## src/rtl/bean_eat_ctrl_pkg.sv

```systemverilog
// Shared constants for the bean map: playfield geometry, sprite size,
// FSM state encodings and the row/column to flat map index helper.
package bean_eat_ctrl_pkg;

  localparam int COLS       = 40;
  localparam int ROWS       = 30;
  localparam int CELL_SHIFT = 4;
  localparam int PAC_SIZE   = 32;
  localparam int SCORE_W    = 11;
  localparam int MAP_BITS   = COLS * ROWS;
  localparam int IDX_W      = 11;

  localparam logic [2:0] ST_IDLE  = 3'd0;
  localparam logic [2:0] ST_CALC  = 3'd1;
  localparam logic [2:0] ST_SCAN  = 3'd2;
  localparam logic [2:0] ST_DONE  = 3'd3;
  localparam logic [2:0] ST_COUNT = 3'd4;

  // Flat map index of a cell; map is stored row-major.
  function automatic logic [IDX_W-1:0] cell_index(input logic [4:0] row,
                                                  input logic [5:0] col);
    return IDX_W'(row) * IDX_W'(COLS) + IDX_W'(col);
  endfunction

endpackage

```

## src/rtl/bean_eat_ctrl_cell_window.sv

```systemverilog
// Converts the sprite's top-left pixel position into the inclusive range of
// map cells it overlaps, clamped to the playfield so the scan never leaves it.
module bean_cell_window
  import bean_eat_ctrl_pkg::*;
(
  input  logic [9:0] pac_x,
  input  logic [8:0] pac_y,
  output logic [5:0] c0,
  output logic [5:0] c1,
  output logic [4:0] r0,
  output logic [4:0] r1
);

  // Far-edge sums are one bit wider so a sprite near the right/bottom edge
  // does not wrap back to column/row 0.
  logic [10:0] x_end;
  logic [9:0]  y_end;
  logic [10:0] c0_raw;
  logic [10:0] c1_raw;
  logic [9:0]  r0_raw;
  logic [9:0]  r1_raw;

  // Pixel-to-cell conversion with clamping to the last column/row.
  always_comb begin
    x_end  = {1'b0, pac_x} + 11'(PAC_SIZE - 1);
    y_end  = {1'b0, pac_y} + 10'(PAC_SIZE - 1);
    c0_raw = {1'b0, pac_x} >> CELL_SHIFT;
    c1_raw = x_end >> CELL_SHIFT;
    r0_raw = {1'b0, pac_y} >> CELL_SHIFT;
    r1_raw = y_end >> CELL_SHIFT;
    c0 = (c0_raw > 11'(COLS - 1)) ? 6'(COLS - 1) : c0_raw[5:0];
    c1 = (c1_raw > 11'(COLS - 1)) ? 6'(COLS - 1) : c1_raw[5:0];
    r0 = (r0_raw > 10'(ROWS - 1)) ? 5'(ROWS - 1) : r0_raw[4:0];
    r1 = (r1_raw > 10'(ROWS - 1)) ? 5'(ROWS - 1) : r1_raw[4:0];
  end

endmodule

```

## src/rtl/bean_eat_ctrl.sv

```systemverilog
// Bean map owner: scans the cells under the pacman sprite one per cycle,
// clears eaten beans, keeps score and beans_left, reloads/recounts the map
// per level and serves registered single-cell reads for the renderer.
module bean_eat_ctrl
  import bean_eat_ctrl_pkg::*;
(
  input  logic                  clk,
  input  logic                  rst_n,
  input  logic [MAP_BITS-1:0]   init_map,
  input  logic                  load_map,
  input  logic                  start,
  input  logic [9:0]            pac_x,
  input  logic [8:0]            pac_y,
  input  logic [5:0]            rd_col,
  input  logic [4:0]            rd_row,
  output logic                  rd_bean,
  output logic                  busy,
  output logic                  done,
  output logic [SCORE_W-1:0]    score,
  output logic [SCORE_W-1:0]    beans_left,
  output logic                  all_eaten
);

  logic [2:0]          state_reg, state_next;
  logic [MAP_BITS-1:0] map_reg, map_next;
  logic [MAP_BITS-1:0] clr_mask;
  logic [9:0]          px_reg;
  logic [8:0]          py_reg;
  logic [5:0]          c_reg, c0_reg, c1_reg;
  logic [4:0]          r_reg, r1_reg;
  logic [IDX_W-1:0]    idx_reg;
  logic [SCORE_W-1:0]  score_reg, beans_left_reg;
  logic                rd_bean_reg;
  logic [5:0]          w_c0, w_c1;
  logic [4:0]          w_r0, w_r1;
  logic [IDX_W-1:0]    scan_idx;
  logic [IDX_W-1:0]    rd_idx;
  logic                scan_last;

  bean_cell_window u_window (
    .pac_x (px_reg),
    .pac_y (py_reg),
    .c0    (w_c0),
    .c1    (w_c1),
    .r0    (w_r0),
    .r1    (w_r1)
  );

  assign scan_idx  = cell_index(r_reg, c_reg);
  assign rd_idx    = cell_index(rd_row, rd_col);
  assign scan_last = (r_reg == r1_reg) && (c_reg == c1_reg);

  // One-hot clear strobe for the cell under the scan pointer; clearing an
  // already-empty cell is harmless, so every SCAN cycle strobes.
  genvar gi;
  generate
    for (gi = 0; gi < MAP_BITS; gi++) begin : g_clr
      assign clr_mask[gi] = (state_reg == ST_SCAN) && (scan_idx == IDX_W'(gi));
    end
  endgenerate

  // Map update: a level load overrides any clear in the same cycle.
  always_comb begin
    map_next = map_reg & ~clr_mask;
    if (load_map) map_next = init_map;
  end

  // Next-state logic; load_map preempts every state and drops a coincident start.
  always_comb begin
    state_next = state_reg;
    case (state_reg)
      ST_IDLE:  if (start) state_next = ST_CALC;
      ST_CALC:  state_next = ST_SCAN;
      ST_SCAN:  if (scan_last) state_next = ST_DONE;
      ST_DONE:  state_next = ST_IDLE;
      ST_COUNT: if (idx_reg == IDX_W'(MAP_BITS - 1)) state_next = ST_IDLE;
      default:  state_next = ST_IDLE;
    endcase
    if (load_map) state_next = ST_COUNT;
  end

  // State, map, scan pointers and counters.
  always_ff @(posedge clk or negedge rst_n) begin
    if (!rst_n) begin
      state_reg      <= ST_IDLE;
      map_reg        <= '0;
      px_reg         <= '0;
      py_reg         <= '0;
      c_reg          <= '0;
      c0_reg         <= '0;
      c1_reg         <= '0;
      r_reg          <= '0;
      r1_reg         <= '0;
      idx_reg        <= '0;
      score_reg      <= '0;
      beans_left_reg <= '0;
    end else begin
      state_reg <= state_next;
      map_reg   <= map_next;
      if (load_map) begin
        idx_reg        <= '0;
        beans_left_reg <= '0;
      end else begin
        case (state_reg)
          ST_IDLE: begin
            if (start) begin
              px_reg <= pac_x;
              py_reg <= pac_y;
            end
          end
          ST_CALC: begin
            c0_reg <= w_c0;
            c1_reg <= w_c1;
            r1_reg <= w_r1;
            c_reg  <= w_c0;
            r_reg  <= w_r0;
          end
          ST_SCAN: begin
            if (map_reg[scan_idx]) begin
              if (score_reg != '1) score_reg <= score_reg + 1'b1;
              if (beans_left_reg != '0) beans_left_reg <= beans_left_reg - 1'b1;
            end
            if (c_reg == c1_reg) begin
              c_reg <= c0_reg;
              r_reg <= r_reg + 1'b1;
            end else begin
              c_reg <= c_reg + 1'b1;
            end
          end
          ST_COUNT: begin
            beans_left_reg <= beans_left_reg + SCORE_W'(map_reg[idx_reg]);
            idx_reg        <= idx_reg + 1'b1;
          end
          default: ;
        endcase
      end
    end
  end

  // Renderer read port: registered, reads the pre-update map, 0 off-grid.
  always_ff @(posedge clk or negedge rst_n) begin
    if (!rst_n) begin
      rd_bean_reg <= 1'b0;
    end else if ((rd_row < 5'(ROWS)) && (rd_col < 6'(COLS))) begin
      rd_bean_reg <= map_reg[rd_idx];
    end else begin
      rd_bean_reg <= 1'b0;
    end
  end

  assign rd_bean    = rd_bean_reg;
  assign busy       = (state_reg != ST_IDLE);
  assign done       = (state_reg == ST_DONE);
  assign score      = score_reg;
  assign beans_left = beans_left_reg;
  assign all_eaten  = (beans_left_reg == '0) && (state_reg == ST_IDLE);

endmodule

```

## config.mk

```make
export PLATFORM = sky130hd
export DESIGN_NAME = bean_eat_ctrl
export DESIGN_NICKNAME = d
export VERILOG_FILES = /design/src/rtl/bean_eat_ctrl_pkg.sv /design/src/rtl/bean_eat_ctrl_cell_window.sv /design/src/rtl/bean_eat_ctrl.sv
export SDC_FILE = /design/constraint.sdc
export NUM_CORES = 2
export LEC_CHECK = 0
export BUFFER_PORTS_ARGS = -buffer_cell sky130_fd_sc_hd__buf_2
export CAP_MARGIN = 20
export CORE_ASPECT_RATIO = 1.25
export CORE_UTILIZATION = 25
export DETAILED_ROUTE_END_ITERATION = 10
export GPL_ROUTABILITY_DRIVEN = 0
export PLACE_DENSITY = 0.45
export SLEW_MARGIN = 20
export SYNTH_ARGS = -nofsm -noshare
export SYNTH_HDL_FRONTEND = slang
export SYNTH_SLANG_ARGS = --single-unit
```

## constraint.sdc

```tcl
create_clock -name clk -period 5.7 [get_ports clk]
set_input_delay 1.14 -clock clk [delete_from_list [all_inputs] [get_ports clk]]
set_output_delay 1.14 -clock clk [all_outputs]
set_load 0.01 [all_outputs]
```

==> flow_summary.rst <==
.. list-table::
   :header-rows: 1

   * - Metric
     - Value
   * - Outcome
     - complete, but fails checks
   * - Violations in the final reports
     - negative setup slack
   * - Initial Utilization
     - 25.1%
   * - DPL Wire Length
     - 453000 um
   * - Die span in x
     - 517 um
   * - Netlist area before placement
     - 83000 um^2
   * - Most common cell after layout, fill and taps aside
     - o21ai_0
   * - Die Span Y
     - roughly 650 um
   * - CTS tree
     - built
   * - Routed via count divided by cell count
     - ~6.0
   * - Arrival time reported for the critical path endpoint
     - 6.93 ns
   * - All-Layer GR Usage
     - 34.3%
   * - Number of synthesized flops with an enable pin
     - 0
   * - H-Tree Level Count
     - 4
   * - Number of setup violations in the final report
     - 5
   * - Max FFs per register
     - 1200
   * - Leftover overflow at the end of global routing
     - 0
   * - Async set-or-reset flop fraction in the synthesized netlist
     - between 90% and 100%
   * - Critical Setup Path Class
     - flop to flop
   * - Clock net sink count
     - 1284
   * - Kind of start point of the critical path
     - flop
   * - Final hold violation count
     - 0
   * - Setup crit end kind
     - flop
   * - Latest clock arrival within the worst-skew pair
     - 0.93 ns
   * - Maximum resistive drop on vdd
     - 0.270 mV
   * - Master cell of the clock root buffer
     - clkbuf_16
   * - Commonest non-fill, non-tap cells in the layout
     - o21ai_0 (2389), nand2_1 (1529), dfrtp_1 (1275)
   * - Post-Synthesis Net Count
     - 9095
   * - Required time at the worst-slack endpoint
     - 6.48 ns
   * - Actual slew at the worst max-slew pin
     - about 1.3 ns
   * - Aggregate routed wire length
     - 587000 um
   * - Area growth from synthesis to layout
     - 29.2%
   * - Leak pwr
     - roughly 43 nW
   * - Via count of the first global-routing pass
     - approximately 84000
   * - Count of boundary I/O pins
     - 1260
   * - Synth warn
     - 0
   * - Relative slew margins
     - a little over 10%
   * - Power density relative to cell area
     - ~300 nW/um^2
   * - Number of standard cells in the layout, taps in and fillers out
     - ~14000
   * - Final Worst Setup Slack
     - -0.449 ns
   * - Number of distinct library cells after synthesis
     - 76
   * - Max cap viols
     - 0
   * - Maximum fanout along the worst path
     - 8
   * - Die Area
     - about 330000 um^2
   * - Number of routed nets with antenna violations
     - 0
   * - Wire length of the first global-routing pass
     - 767000 um
   * - Final clock period utilization by the worst path
     - 108%
   * - Share of the yosys chip area belonging to registers
     - 38.7%
   * - FMAX
     - between 150 and 200 MHz
   * - Largest net degree at the start of global routing
     - approximately 200
   * - Post-route worst hold slack
     - 0.176 ns
   * - Number of vias in the routed layout
     - 84900
   * - Number of max-slew violations in the final report
     - 0
   * - Number of fill cells in the layout
     - 34000
   * - Number of placed cells counting well taps
     - between 10000 and 15000
   * - Path category of the worst min-delay check
     - primary input to async pin
   * - Cts bufs inserted
     - 167
   * - Layout cells sized above 1
     - 38.5%
   * - Post-layout net count
     - 10800
   * - WL/cell
     - 41.4 um
   * - Floorplan Core Area
     - 330000 um^2
   * - Worst Clk Skew
     - 0.0644 ns
   * - Pre-antenna DRT Iters
     - 6
   * - Remaining routing DRC violations
     - 0
   * - Most frequently used flop master after synthesis
     - dfrtp_1
   * - Setup repair after global routing missed its margin
     - true
   * - Number of cell rows
     - 236
   * - Per-instance average area after synthesis
     - 10.6 um^2
   * - Final Critical Period
     - approximately 6.1 ns
   * - Port buffer count
     - 1259
   * - Clock buffer depth
     - 4
   * - Initial antenna violation count
     - around 210
   * - Initial DRC Count
     - roughly 12000
   * - Post-synthesis cell count
     - 7821
   * - Clock slew seen by the registers of the worst setup and hold paths
     - roughly 0.060 ns
   * - Register bit total from synthesis
     - 1284
==> repair_timing <==
| action | in CTS | in global routing |
|---|---|---|
| gates resized for setup | 41 | 14 |
| gates cloned | 2 | 1 |
| endpoints found under the hold margin | 0 | 0 |
| hold buffers | 0 | 0 |
| setup buffers | 23 | 15 |
| pin swaps | 12 | 17 |
| setup endpoints to repair | 10 | 5 |
==> per-stage QoR <==
stage                     setup slack (ns)  power, mW  setup TNS, ns  util, %  instance area, um^2
after floorplan                     0.0133       15.8              0        -                83000
after global placement               -1.56       21.3          -8.83     30.5               101000
after detailed placement             -1.37       21.4          -7.72     30.5               101000
after CTS                           -0.330       32.6         -0.763     32.3               107000
after global routing                -0.481       33.6          -1.78     32.4               107000
final                               -0.449       32.9          -1.56     32.5               107000
==> worst max-delay path: stages (launching register included) <==
cell and delay [ns]:
dfrtp_4 0.50, buf_12 0.20, buf_12 0.16, buf_8 0.11
mux4_2 0.50, mux4_2 0.63, mux4_2 0.60, mux4_2 0.52
o311ai_4 0.39, buf_4 0.19, nand3_4 0.11, ha_4 0.20
fa_2 0.36, a21o_1 0.17, a21oi_2 0.16, o21bai_1 0.12
a21oi_2 0.16, o21bai_1 0.08, a21oi_1 0.20, buf_4 0.15
xnor2_2 0.10, nor2_1 0.05, mux2_4 0.29
==> logic make-up (layout without fill, tap and decap cells) <==
kind of cell / after synthesis / in the layout / synth area share, %
other: 0 / 161 / 0
buffers and inverters: 764 / 2549 / 3.72
and+or+nand+nor: 1806 / 1806 / 8.64
DFF: 1284 / 1284 / 38.7
xor gates and xnor gates: 58 / 58 / 0.612
adders and majority gates: 40 / 40 / 0.648
AOI/OAI and AO/OA: 2675 / 2675 / 16.8
muxes: 1194 / 1194 / 30.8
==> per-layer routing <==
layer  vias up  GRT usage, %  part of all wire (%)
met3      1680          13.4                    12
met5         -             0                  0.11
li1      33000             -                     -
met4        84          25.2                   8.9
met1     43600          41.9                    37
met2      6555          48.7                    42
==> where the power goes <==
part | internal (mW) | switching [mW] | total, mW
Clock | 6.45 | 4.74 | 11.2
Combinational | 4.35 | 6.62 | 11.0
Sequential | 9.93 | 0.840 | 10.8
Total | 20.7 | 12.2 | 32.9
==> Yosys cell counts, types with 31 or more instances <==
| master | number | area, um^2 |
|---|---|---|
| ha_1 | 35 | 438 |
| mux2i_1 | 54 | 541 |
| clkbuf_1 | 566 | 2120 |
| buf_2 | 109 | 546 |
| o21ai_1 | 43 | 215 |
| mux4_2 | 1085 | 24400 |
| a22oi_1 | 36 | 270 |
| nand2_1 | 1532 | 5750 |
| mux2_2 | 46 | 518 |
| dfrtp_1 | 1284 | 32100 |
| nand3_1 | 38 | 190 |
| a21oi_1 | 39 | 195 |
| nor2_1 | 106 | 398 |
| buf_1 | 43 | 161 |
| o21ai_0 | 2389 | 12000 |
| a22o_1 | 31 | 272 |
==> path summary, 6_finish.rpt <==
kind / endpoint / cells past startpoint / slack, ns / start
worst max-delay path: beans_left[8] / 22 / -0.45 / idx_reg[0]
worst min-delay path: map_reg[1075] / 1 / 0.18 / rst_n
worst max register to register: beans_left[8] / 22 / -0.45 / idx_reg[0]
worst min register to register: c0_reg[0] / 1 / 0.47 / c0_reg[0]
max in group asynchronous: map_reg[923] / 3 / 3.97 / rst_n
min in group clk: map_reg[209] / 3 / 0.43 / init_map[209]
==> layout make-up <==
cell class,instances,area [um^2],share of cell area (%)
multi-input cells,5773,48300,45.1
diodes,161,403,0.376
repair buffers,2232,15300,14.2
inverters,28,105,0.0980
clock buffers,231,4750,4.43
well taps,4403,5510,5.14
flip-flops and latches,1284,32200,30.0
clock inverters,58,723,0.674
Power figures use the tool's default switching activity.
